### config.mk
export PLATFORM = sky130hd
export DESIGN_NAME = writeback_arbiter
export DESIGN_NICKNAME = d
export VERILOG_FILES = /design/src/rtl/wb_pkg.sv /design/src/rtl/wb_channel_fifo.sv /design/src/rtl/writeback_arbiter.sv
export SDC_FILE = /design/constraint.sdc
export NUM_CORES = 1
export LEC_CHECK = 0
export BUFFER_PORTS_ARGS = -buffer_cell sky130_fd_sc_hd__buf_2
export CAP_MARGIN = 10
export CORE_MARGIN = 4
export CORE_UTILIZATION = 35
export CTS_CLUSTER_DIAMETER = 40
export DETAILED_ROUTE_END_ITERATION = 10
export PLACE_DENSITY = 0.62
export SLEW_MARGIN = 20
export SYNTH_ARGS = -nofsm -noshare
export SYNTH_HDL_FRONTEND = slang
export SYNTH_SLANG_ARGS = --single-unit
### constraint.sdc
create_clock -name clk -period 3.6 [get_ports clk]
set_input_delay 0.36 -clock clk [delete_from_list [all_inputs] [get_ports clk]]
set_output_delay 0.36 -clock clk [all_outputs]
set_load 0.02 [all_outputs]
### src/rtl/wb_pkg.sv
// Shared types and constants for the register-file write-back arbiter.
package wb_pkg;

  localparam int unsigned WB_MODE_ROUND_ROBIN = 0;
  localparam int unsigned WB_MODE_FIXED       = 1;

  localparam int unsigned WB_ADDR_WIDTH = 5;
  localparam int unsigned WB_DATA_WIDTH = 32;

  // Queued write payload at the default core widths; the top re-declares it at its own widths.
  typedef struct packed {
    logic [WB_ADDR_WIDTH-1:0] addr;
    logic [WB_DATA_WIDTH-1:0] data;
    logic                     float;
  } wb_entry_t;

endpackage

### src/rtl/wb_channel_fifo.sv
// Single-channel synchronous FIFO holding queued write-back entries.
module wb_channel_fifo #(
  parameter int unsigned WIDTH = 38,
  parameter int unsigned DEPTH = 4
) (
  input  logic                     clk,
  input  logic                     reset,
  input  logic                     push,
  input  logic                     pop,
  input  logic [WIDTH-1:0]         push_data,
  output logic [WIDTH-1:0]         head,
  output logic                     full,
  output logic                     empty,
  output logic [$clog2(DEPTH):0]   count
);

  localparam int unsigned PTR_W = $clog2(DEPTH);
  localparam int unsigned CNT_W = PTR_W + 1;

  logic [WIDTH-1:0] mem [DEPTH];
  logic [PTR_W-1:0] rd_ptr;
  logic [PTR_W-1:0] wr_ptr;
  logic             do_push;
  logic             do_pop;

  assign empty = (count == '0);
  assign full  = (count == CNT_W'(DEPTH));
  assign head  = mem[rd_ptr];

  // A push into a full FIFO is only taken when the head leaves in the same cycle.
  assign do_pop  = pop && !empty;
  assign do_push = push && (!full || do_pop);

  always_ff @(posedge clk) begin
    if (reset) begin
      rd_ptr <= '0;
      wr_ptr <= '0;
      count  <= '0;
    end else begin
      if (do_push) wr_ptr <= wr_ptr + PTR_W'(1);
      if (do_pop)  rd_ptr <= rd_ptr + PTR_W'(1);
      case ({do_push, do_pop})
        2'b10:   count <= count + CNT_W'(1);
        2'b01:   count <= count - CNT_W'(1);
        default: count <= count;
      endcase
    end
  end

  always_ff @(posedge clk) begin
    if (do_push) mem[wr_ptr] <= push_data;
  end

endmodule

### src/rtl/writeback_arbiter.sv
// Multi-channel register-file write-back arbiter: per-channel FIFOs drained one entry
// per cycle onto a registered write port by round-robin or fixed-priority selection.
module writeback_arbiter
  import wb_pkg::*;
#(
  parameter int unsigned CHANNELS      = 2,
  parameter int unsigned DEPTH         = 4,
  parameter int unsigned DATA_WIDTH    = 32,
  parameter int unsigned ADDR_WIDTH    = 5,
  parameter int unsigned PRIORITY_MODE = 0
) (
  input  logic                                          clk,
  input  logic                                          reset,
  input  logic [CHANNELS-1:0]                           in_enable,
  input  logic [CHANNELS*ADDR_WIDTH-1:0]                in_addr,
  input  logic [CHANNELS*DATA_WIDTH-1:0]                in_data,
  input  logic [CHANNELS-1:0]                           in_float,
  output logic [CHANNELS-1:0]                           in_full,
  output logic [CHANNELS-1:0]                           overflow,
  output logic                                          out_enable,
  output logic [ADDR_WIDTH-1:0]                         out_addr,
  output logic [DATA_WIDTH-1:0]                         out_data,
  output logic                                          out_float,
  output logic [((CHANNELS > 1) ? $clog2(CHANNELS) : 1)-1:0] out_channel
);

  localparam int unsigned CH_W    = (CHANNELS > 1) ? $clog2(CHANNELS) : 1;
  localparam int unsigned IDX_W   = CH_W + 1;
  localparam int unsigned ENTRY_W = ADDR_WIDTH + DATA_WIDTH + 1;
  localparam int unsigned CNT_W   = $clog2(DEPTH) + 1;
  localparam bit          FIXED_MODE = (PRIORITY_MODE == WB_MODE_FIXED);

  typedef struct packed {
    logic [ADDR_WIDTH-1:0] addr;
    logic [DATA_WIDTH-1:0] data;
    logic                  float;
  } entry_t;

  entry_t              push_entry [CHANNELS];
  logic [ENTRY_W-1:0]  fifo_head  [CHANNELS];
  logic [CNT_W-1:0]    fifo_count [CHANNELS];
  logic [CHANNELS-1:0] push_req;
  logic [CHANNELS-1:0] fifo_full;
  logic [CHANNELS-1:0] fifo_empty;
  logic [CHANNELS-1:0] pop_vec;
  logic [CHANNELS-1:0] drop;

  logic                grant_valid;
  logic [CH_W-1:0]     grant_idx;
  logic [IDX_W-1:0]    cand;
  entry_t              head_sel;
  logic [CH_W-1:0]     rr_ptr;
  logic [CH_W-1:0]     rr_ptr_next;

  // Unpack requests; integer register 0 writes are discarded before queueing.
  always_comb begin
    push_req = '0;
    for (int unsigned i = 0; i < CHANNELS; i++) begin
      push_entry[i].addr  = in_addr[i*ADDR_WIDTH +: ADDR_WIDTH];
      push_entry[i].data  = in_data[i*DATA_WIDTH +: DATA_WIDTH];
      push_entry[i].float = in_float[i];
      push_req[i] = in_enable[i] && ((push_entry[i].addr != '0) || in_float[i]);
    end
  end

  for (genvar g = 0; g < CHANNELS; g++) begin : g_fifo
    wb_channel_fifo #(
      .WIDTH (ENTRY_W),
      .DEPTH (DEPTH)
    ) u_fifo (
      .clk       (clk),
      .reset     (reset),
      .push      (push_req[g]),
      .pop       (pop_vec[g]),
      .push_data (push_entry[g]),
      .head      (fifo_head[g]),
      .full      (fifo_full[g]),
      .empty     (fifo_empty[g]),
      .count     (fifo_count[g])
    );
  end

  always_comb begin
    in_full = '0;
    drop    = '0;
    for (int unsigned i = 0; i < CHANNELS; i++) begin
      in_full[i] = (fifo_count[i] == CNT_W'(DEPTH));
      drop[i]    = push_req[i] && fifo_full[i] && !pop_vec[i];
    end
  end

  // Pick the first non-empty channel, searching from the pointer (or from 0 in fixed mode).
  always_comb begin
    grant_valid = 1'b0;
    grant_idx   = '0;
    cand        = '0;
    for (int unsigned k = 0; k < CHANNELS; k++) begin
      if (FIXED_MODE) begin
        cand = IDX_W'(k);
      end else begin
        cand = IDX_W'(rr_ptr) + IDX_W'(k);
        if (cand >= IDX_W'(CHANNELS)) cand = cand - IDX_W'(CHANNELS);
      end
      if (!grant_valid && !fifo_empty[cand[CH_W-1:0]]) begin
        grant_valid = 1'b1;
        grant_idx   = cand[CH_W-1:0];
      end
    end
  end

  always_comb begin
    pop_vec  = '0;
    head_sel = entry_t'(fifo_head[grant_idx]);
    if (grant_valid) pop_vec[grant_idx] = 1'b1;
  end

  always_comb begin
    rr_ptr_next = rr_ptr;
    if (grant_valid && !FIXED_MODE) begin
      rr_ptr_next = (grant_idx == CH_W'(CHANNELS - 1)) ? '0 : grant_idx + CH_W'(1);
    end
  end

  // Output register holds the last write while idle.
  always_ff @(posedge clk) begin
    if (reset) begin
      rr_ptr      <= '0;
      overflow    <= '0;
      out_enable  <= 1'b0;
      out_addr    <= '0;
      out_data    <= '0;
      out_float   <= 1'b0;
      out_channel <= '0;
    end else begin
      rr_ptr     <= rr_ptr_next;
      overflow   <= overflow | drop;
      out_enable <= grant_valid;
      if (grant_valid) begin
        out_addr    <= head_sel.addr;
        out_data    <= head_sel.data;
        out_float   <= head_sel.float;
        out_channel <= grant_idx;
      end
    end
  end

endmodule

# Word-level counts from Yosys, hierarchy flattened
# Memory sizes are Yosys's and may differ from the RTL's. A register that Yosys moved wholly into a read port is not among the register bits.
# Cells that the tools add are included.
[op_classes]
reduce_logical = 29
n_eq_ne = 6
bitwise = 2
n_mux = 27
magnitude_cmp = 7
n_addsub = 12
[ops]
columns = ["op", "n"]
rows = [
  ["two-way mux 38 bit", 3],
  ["two-way mux 1 bit", 16],
  ["logical AND 1 bit", 12],
  ["case mux 3 bit (2 select lines)", 2],
  ["two-way mux 2 bit", 5],
  ["nonzero test 5 bit", 2],
  ["adder 2 x 1 -> 2 bit, second input constant", 4],
  ["logical NOT 1 bit", 7],
  ["adder 3 x 1 -> 3 bit, second input constant", 2],
  ["== test 3 bit, second input constant", 2],
  ["logical NOT 3 bit", 2],
  ["less-than comparator 1 x 2 -> 1 bit, second input constant", 3],
  ["subtractor 3 x 1 -> 3 bit, second input constant", 2],
  ["== test 2 x 1 -> 1 bit, second input constant", 2],
  ["== test 2 bit, second input constant", 2],
  [">= comparator 2 bit, second input constant", 2],
  ["logical OR 1 bit", 4],
  ["nonzero test 2 bit", 2],
  ["adder 1 x 1 -> 2 bit, second input constant", 1],
  [">= comparator 1 x 2 -> 1 bit, second input constant", 1],
  ["NOT 1 -> 2 bit", 1],
  ["bitwise OR 2 bit", 1],
  ["subtractor 1 bit, second input constant", 2],
  ["adder 1 bit, second input constant", 1],
  ["other kinds (2)", 2],
]
[totals]
wordCells = 98
mem_count = 2
regBits = 57
inputBits = 80
ram_bits = 304
[memory_table]
columns = ["memory", "words", "word_bits", "rd", "rd_ports_with_merged_regs", "wr", "line_no", "rtl"]
rows = [
  ["g_fifo[0].u_fifo.mem", 4, 38, 1, 1, 1, "wb_channel_fifo.sv:20", "logic [WIDTH-1:0] mem [DEPTH];"],
  ["g_fifo[1].u_fifo.mem", 4, 38, 1, 1, 1, "wb_channel_fifo.sv:20", ""],
]

# Depth between registers and ports, before layout
[logic_depth]
depth_word = 18
mapped_depth = 11
depth_no_buf = 11

# By module
# A second synthesis with hierarchy kept.
[unflattened]
hier_cells = 787
area_unflattened_um2 = 14239.9
[modules_own_cells]
columns = ["mod", "instances", "area_each_um2", "cells_per_inst"]
rows = [
  ["wb_channel_fifo", 2, 5983.2, 252],
  ["writeback_arbiter", 1, 2273.4, 283],
]

# Least setup slack after synthesis
# No wires, ideal clock.
[synth_path]
path_type = "input port to flip-flop"
from = "input port in_addr[1]"
to = "register g_fifo[0].u_fifo.count[2]"
setup_slack_ns = 1.065
path_stages = 10
arrival_time_ns = 2.464
setup_time_ns = 0.070
path_cell_list = "or4_1 > o31a_1 > a21boi_4 > inv_1 > ha_1 > inv_1 > fa_1 > xor2_1 > or3_1 > a21oi_1"
[synth_between]
elab_chain_cells = 6
word_cells_on_any_way = 8
[synth_rtl]
columns = ["item", "line_no", "rtl"]
rows = [
  ["start, declared", "writeback_arbiter.sv:15", "input logic [CHANNELS*ADDR_WIDTH-1:0] in_addr,"],
  ["nonzero test 5 bit (*)", "writeback_arbiter.sv:62", "push_req[i] = in_enable[i] && ((push_entry[i].addr != '0) || in_float[i]);"],
  ["logical OR 1 bit (*)", "writeback_arbiter.sv:62", ""],
  ["logical AND 1 bit (*)", "writeback_arbiter.sv:62", ""],
  ["logical AND 1 bit (*)", "wb_channel_fifo.sv:32", "assign do_push = push && (!full || do_pop);"],
  ["== test 2 x 1 -> 1 bit / == test 2 bit (equally long branches)", "wb_channel_fifo.sv:42", "case ({do_push, do_pop})"],
  ["case mux 3 bit (2 select lines) / nonzero test 2 bit (equally long branches)", "-", ""],
  ["end signal, assigned", "wb_channel_fifo.sv:43", "2'b10: count <= count + CNT_W'(1);"],
  ["end signal, assigned", "wb_channel_fifo.sv:44", "2'b01: count <= count - CNT_W'(1);"],
  ["end signal, assigned", "wb_channel_fifo.sv:45", "default: count <= count;"],
  ["end, declared", "wb_channel_fifo.sv:14", "output logic [$clog2(DEPTH):0] count"],
]
# Every way passes the cells marked *; elsewhere a longest branch is shown, timed or not.
# A chain may end at the register's enable or synchronous reset.

# Worst setup path after layout
[layout_path]
from = "register g_fifo[1].u_fifo.count[2]"
to = "memory g_fifo[0].u_fifo.mem[0][16], enable pin"
[layout_between]
elab_chain_cells = 16
word_cells_on_any_way = 22
[layout_rtl]
columns = ["item", "line_no", "rtl"]
rows = [
  ["start, declared", "wb_channel_fifo.sv:14", ""],
  ["start signal, assigned", "wb_channel_fifo.sv:43", ""],
  ["start signal, assigned", "wb_channel_fifo.sv:44", ""],
  ["start signal, assigned", "wb_channel_fifo.sv:45", ""],
  ["logical NOT 3 bit (*)", "wb_channel_fifo.sv:26", "assign empty = (count == '0);"],
  ["two-way mux 1 bit (implied by the code) (2 in a row)", "writeback_arbiter.sv:104", "if (!grant_valid && !fifo_empty[cand[CH_W-1:0]]) begin"],
  ["logical NOT 1 bit", "writeback_arbiter.sv:104", ""],
  ["logical AND 1 bit", "writeback_arbiter.sv:104", ""],
  ["two-way mux 1 bit", "writeback_arbiter.sv:104", ""],
  ["less-than comparator 1 x 2 -> 1 bit (implied by the code) / >= comparator 1 bit (equally long branches)", "writeback_arbiter.sv:114", "if (grant_valid) pop_vec[grant_idx] = 1'b1;"],
  ["logical AND 1 bit (implied by the code)", "writeback_arbiter.sv:114", ""],
  ["two-way mux 1 bit (implied by the code)", "writeback_arbiter.sv:114", ""],
  ["demux 1 bit (select 1 bit)", "writeback_arbiter.sv:114", ""],
  ["two-way mux 2 bit (*)", "writeback_arbiter.sv:114", ""],
  ["logical AND 1 bit (*)", "wb_channel_fifo.sv:31", "assign do_pop = pop && !empty;"],
  ["logical OR 1 bit (*)", "wb_channel_fifo.sv:32", ""],
  ["logical AND 1 bit (*)", "wb_channel_fifo.sv:32", ""],
  ["two-way mux 1 bit (*)", "wb_channel_fifo.sv:51", "if (do_push) mem[wr_ptr] <= push_data;"],
  ["two-way mux 1 bit (implied by the code) (*)", "wb_channel_fifo.sv:51", ""],
  ["end, declared", "wb_channel_fifo.sv:20", ""],
]
# Every way passes the cells marked *; elsewhere a longest branch is shown, timed or not. The select of a mux whose other input is x is not followed.

==> impl_metrics.json <==
{
  "worstPathArrival_ns": 2.79,
  "numClockSinks": 365,
  "drc": 0,
  "synth_fp_nets": 751,
  "postCtsSetupBuffers": 0,
  "cts_root_buffer": "clkbuf_16",
  "clk_latency_ns": 0.56,
  "finalSetupViolCount": 0,
  "synth_area_sq_mm": 0.01369,
  "drt-initial-drc-count": 501,
  "drt.antenna.violating_nets": 0,
  "gp_congestion": 0.7026,
  "ctsResizeCount": 0,
  "worst_slew_pin_slew_ns": 1.082,
  "whs_endpoint": "g_fifo[1].u_fifo.mem[2][10]",
  "drive_gt1_share_pct": 34.68,
  "cts_hold_buffers": 37,
  "dpl.hpwl_um": 18550,
  "core_area_sq_mm": 0.03865,
  "async_flop_share_pct": 0,
  "hold_violations": 0,
  "die_h_um": 205.8,
  "crit_chain": "or3_4 -> o21ai_4 -> clkinv_2 -> a21boi_4 -> and2_2 -> buf_4",
  "grt-ovfl-total": 0,
  "final_cells": 1406,
  "r2r_start": "g_fifo[1].u_fifo.count[2]",
  "slew_headroom_pct": 27.89,
  "area.sequential_sq_mm": 0.01036,
  "dpl_cell_area_sq_mm": 0.01489,
  "area.growth.synth_to_final_pct": 22.84,
  "synth_seq_cells": 365,
  "yosysWarningCount": 0,
  "fillers": 3357,
  "fmax_mhz": 385.8,
  "skew_ns": 0.01709,
  "dieArea_sq_mm": 0.04235,
  "synth_common_cells": "edfxtp_1, mux4_2, dfxtp_1",
  "finalWirelength_um": 30400,
  "syn_area_per_cell_sq_um": 20.78,
  "crit_fanout": 23,
  "hp-class": "primary input to flop",
  "power.leakage_nw": 5.904,
  "viasPerCell": 4.925,
  "ys_types": 43,
  "min_period_ns": 2.592,
  "grt_pass1_wl_um": 45570,
  "port_buffers": 123,
  "ioPinCount": 124,
  "ys_top_cells_by_area": "edfxtp_1, mux4_2, dfxtp_1",
  "place_ws_ns": 0.7592,
  "cellPowerDensity_mw_per_mm2": 772.5,
  "r2r-end": "g_fifo[0].u_fifo.mem[0][16]",
  "critical_path.max_stage_delay_ns": 0.54,
  "clockBufferDepth": 3,
  "placementRows": 72,
  "grt_pass1_vias": 7332,
  "synth_top_area_share_pct": 66.67,
  "grt_max_degree": 39,
  "cts-buffers-inserted": 48,
  "startpoint_type": "flop",
  "vias": 6925,
  "cp-end-kind": "flop",
  "maxCapViolations": 0,
  "reg2regPathDepth": 6,
  "drv_slew": 0,
  "synthCells": 659,
  "yosys.area.top_type": "edfxtp_1",
  "die_w_um": 205.8,
  "vdd_ir_drop_max_v": 0.0005820,
  "diodes": 0,
  "dp.cells": 1280,
  "multi_input_area_sq_mm": 0.003112,
  "cts_tree": "yes",
  "hp-start": "in_data[41]",
  "routedWlPerCell_um": 21.62,
  "fin_nets": 941,
  "htree_levels": 2,
  "antenna_found_initial": 4,
  "synth-main-ff-cell": "edfxtp_1",
  "fin_crit_sh_pct": 72.00,
  "setup_ws_ns": 1.008,
  "min_path_cells": 1,
  "yosysMostFrequentCell": "edfxtp_1",
  "yosysSeqAreaShare_pct": 75.58,
  "worstPathRequired_ns": 3.80,
  "outcome": "finished clean",
  "path_clk_slew_ns": 0.06,
  "worst_path_max_delay_cell": "and2_2",
  "postLayoutCellArea_sq_mm": 0.01682,
  "start_util_pct": 35.43,
  "first_pass_iters": 5,
  "reg2reg_slack_ns": 1.01,
  "tns_ns": 0,
  "grt_util_all_layers_pct": 14.46,
  "criticalPathCategory": "flop to flop",
  "rsz0062_at_grt": "false",
  "synth_edf_count": 304
}
area by class of cell:
class | count | share of cell area [%]
clock inverters | 28 | 1.428
inverters | 16 | 0.3645
flip-flops and latches | 365 | 61.59
clock buffers | 61 | 7.870
repair buffers | 172 | 6.397
well taps | 518 | 3.853
multi-input cells | 246 | 18.50
cell usage in the layout, fill, tap and decap left out, drive strengths merged:
| cell | netlist | layout |
|---|---|---|
| edfxtp | 304 | 304 |
| buf | 23 | 135 |
| mux4 | 76 | 76 |
| dfxtp | 61 | 61 |
| clkbuf | 9 | 61 |
| mux2i | 38 | 38 |
| o2bb2ai | 37 | 37 |
| dlygate4sd3 | 0 | 37 |
| inv | 15 | 23 |
| nor2 | 20 | 20 |
| clkinv | 1 | 17 |
| a21oi | 10 | 10 |
| ha | 10 | 10 |
| xor2 | 7 | 7 |
| and3 | 6 | 6 |
| o21ai | 5 | 5 |
| nand2 | 4 | 4 |
| and2 | 4 | 4 |
| nand3 | 4 | 4 |
| or3 | 4 | 4 |
| clkinvlp | 0 | 3 |
| nand2b | 3 | 3 |
| o31ai | 2 | 2 |
| or4 | 2 | 2 |
| o31a | 2 | 2 |
| fa | 2 | 2 |
| nor3 | 2 | 2 |
| nor3b | 1 | 1 |
| a21boi | 1 | 1 |
| o22ai | 1 | 1 |
| a211oi | 1 | 1 |
| o211ai | 1 | 1 |
| mux2 | 1 | 1 |
| xnor2 | 1 | 1 |
| a31oi | 1 | 1 |
| bufinv | 0 | 1 |
critical path, delay by kind of cell (launching register included):
family | cells | cell delay [ns]
and+or+nand+nor | 2 | 0.97
buffers and inverters | 2 | 0.59
DFF | 1 | 0.35
AOI/OAI and AO/OA | 2 | 0.32
kinds of logic (layout without fill, tap and decap cells):
kind of cell / count (synthesis) / in the layout / synth area share, %
buffers and inverters: 48 / 277 / 1.837
AND/OR/NAND/NOR: 50 / 50 / 1.955
adder cells (fa/ha/maj): 12 / 12 / 1.206
XOR/XNOR: 8 / 8 / 0.5117
flip-flops: 365 / 365 / 75.58
multiplexers: 115 / 115 / 15.39
AO/OA/AOI/OAI: 61 / 61 / 3.518
registers in the layout (all words and copies together) (netlist names), named ones only:
signal                cells
g_fifo.u_fifo.wr_ptr      4
g_fifo.u_fifo.mem       304
out_enable                1
out_float                 1
g_fifo.u_fifo.count       6
out_data                 32
rr_ptr                    1
overflow                  2
out_addr                  5
out_channel               1
g_fifo.u_fifo.rd_ptr      4
power breakdown:
part	switching, W	internal (W)	leakage, nW
combinational	0.00162	0.00131	1.85
sequential	0.000455	0.00507	3.30
clock	0.00181	0.00272	0.758
per-layer routing:
layer	global-route usage (%)	wire length, um	share of wire, %
met1	20.68	13550	45
met2	22.29	14070	46
met3	3.578	2192	7.2
met5	0	35	0.12
met4	3.874	554	1.8
how the worst max path moves through the flow:
stage                                         start                           to  slack (ns)  cells after the start
after floorplan                          in_addr[1]    g_fifo[0].u_fifo.count[2]        1.07                     10
after global placement                   in_addr[8]    g_fifo[1].u_fifo.count[2]        0.79                     11
after detailed placement                 in_addr[8]    g_fifo[1].u_fifo.count[2]        0.76                     11
after CTS                 g_fifo[1].u_fifo.count[2]   g_fifo[0].u_fifo.mem[0][0]        0.98                      6
after global routing      g_fifo[1].u_fifo.count[2]  g_fifo[0].u_fifo.mem[0][27]        0.86                      6
final                     g_fifo[1].u_fifo.count[2]  g_fifo[0].u_fifo.mem[0][16]        1.01                      6
stage by stage:
step / util [%] / power (W) / hold WS, ns
after floorplan: - / 0.007668 / 0.4589
after global placement: 38.52 / 0.008547 / 0.4387
after detailed placement: 38.52 / 0.008585 / 0.4415
after CTS: 43.53 / 0.01319 / 0.0008409
after global routing: 43.53 / 0.01364 / 0.008253
final: 43.53 / 0.01300 / 0.02546
No activity file was read; power rests on OpenSTA's default activity.
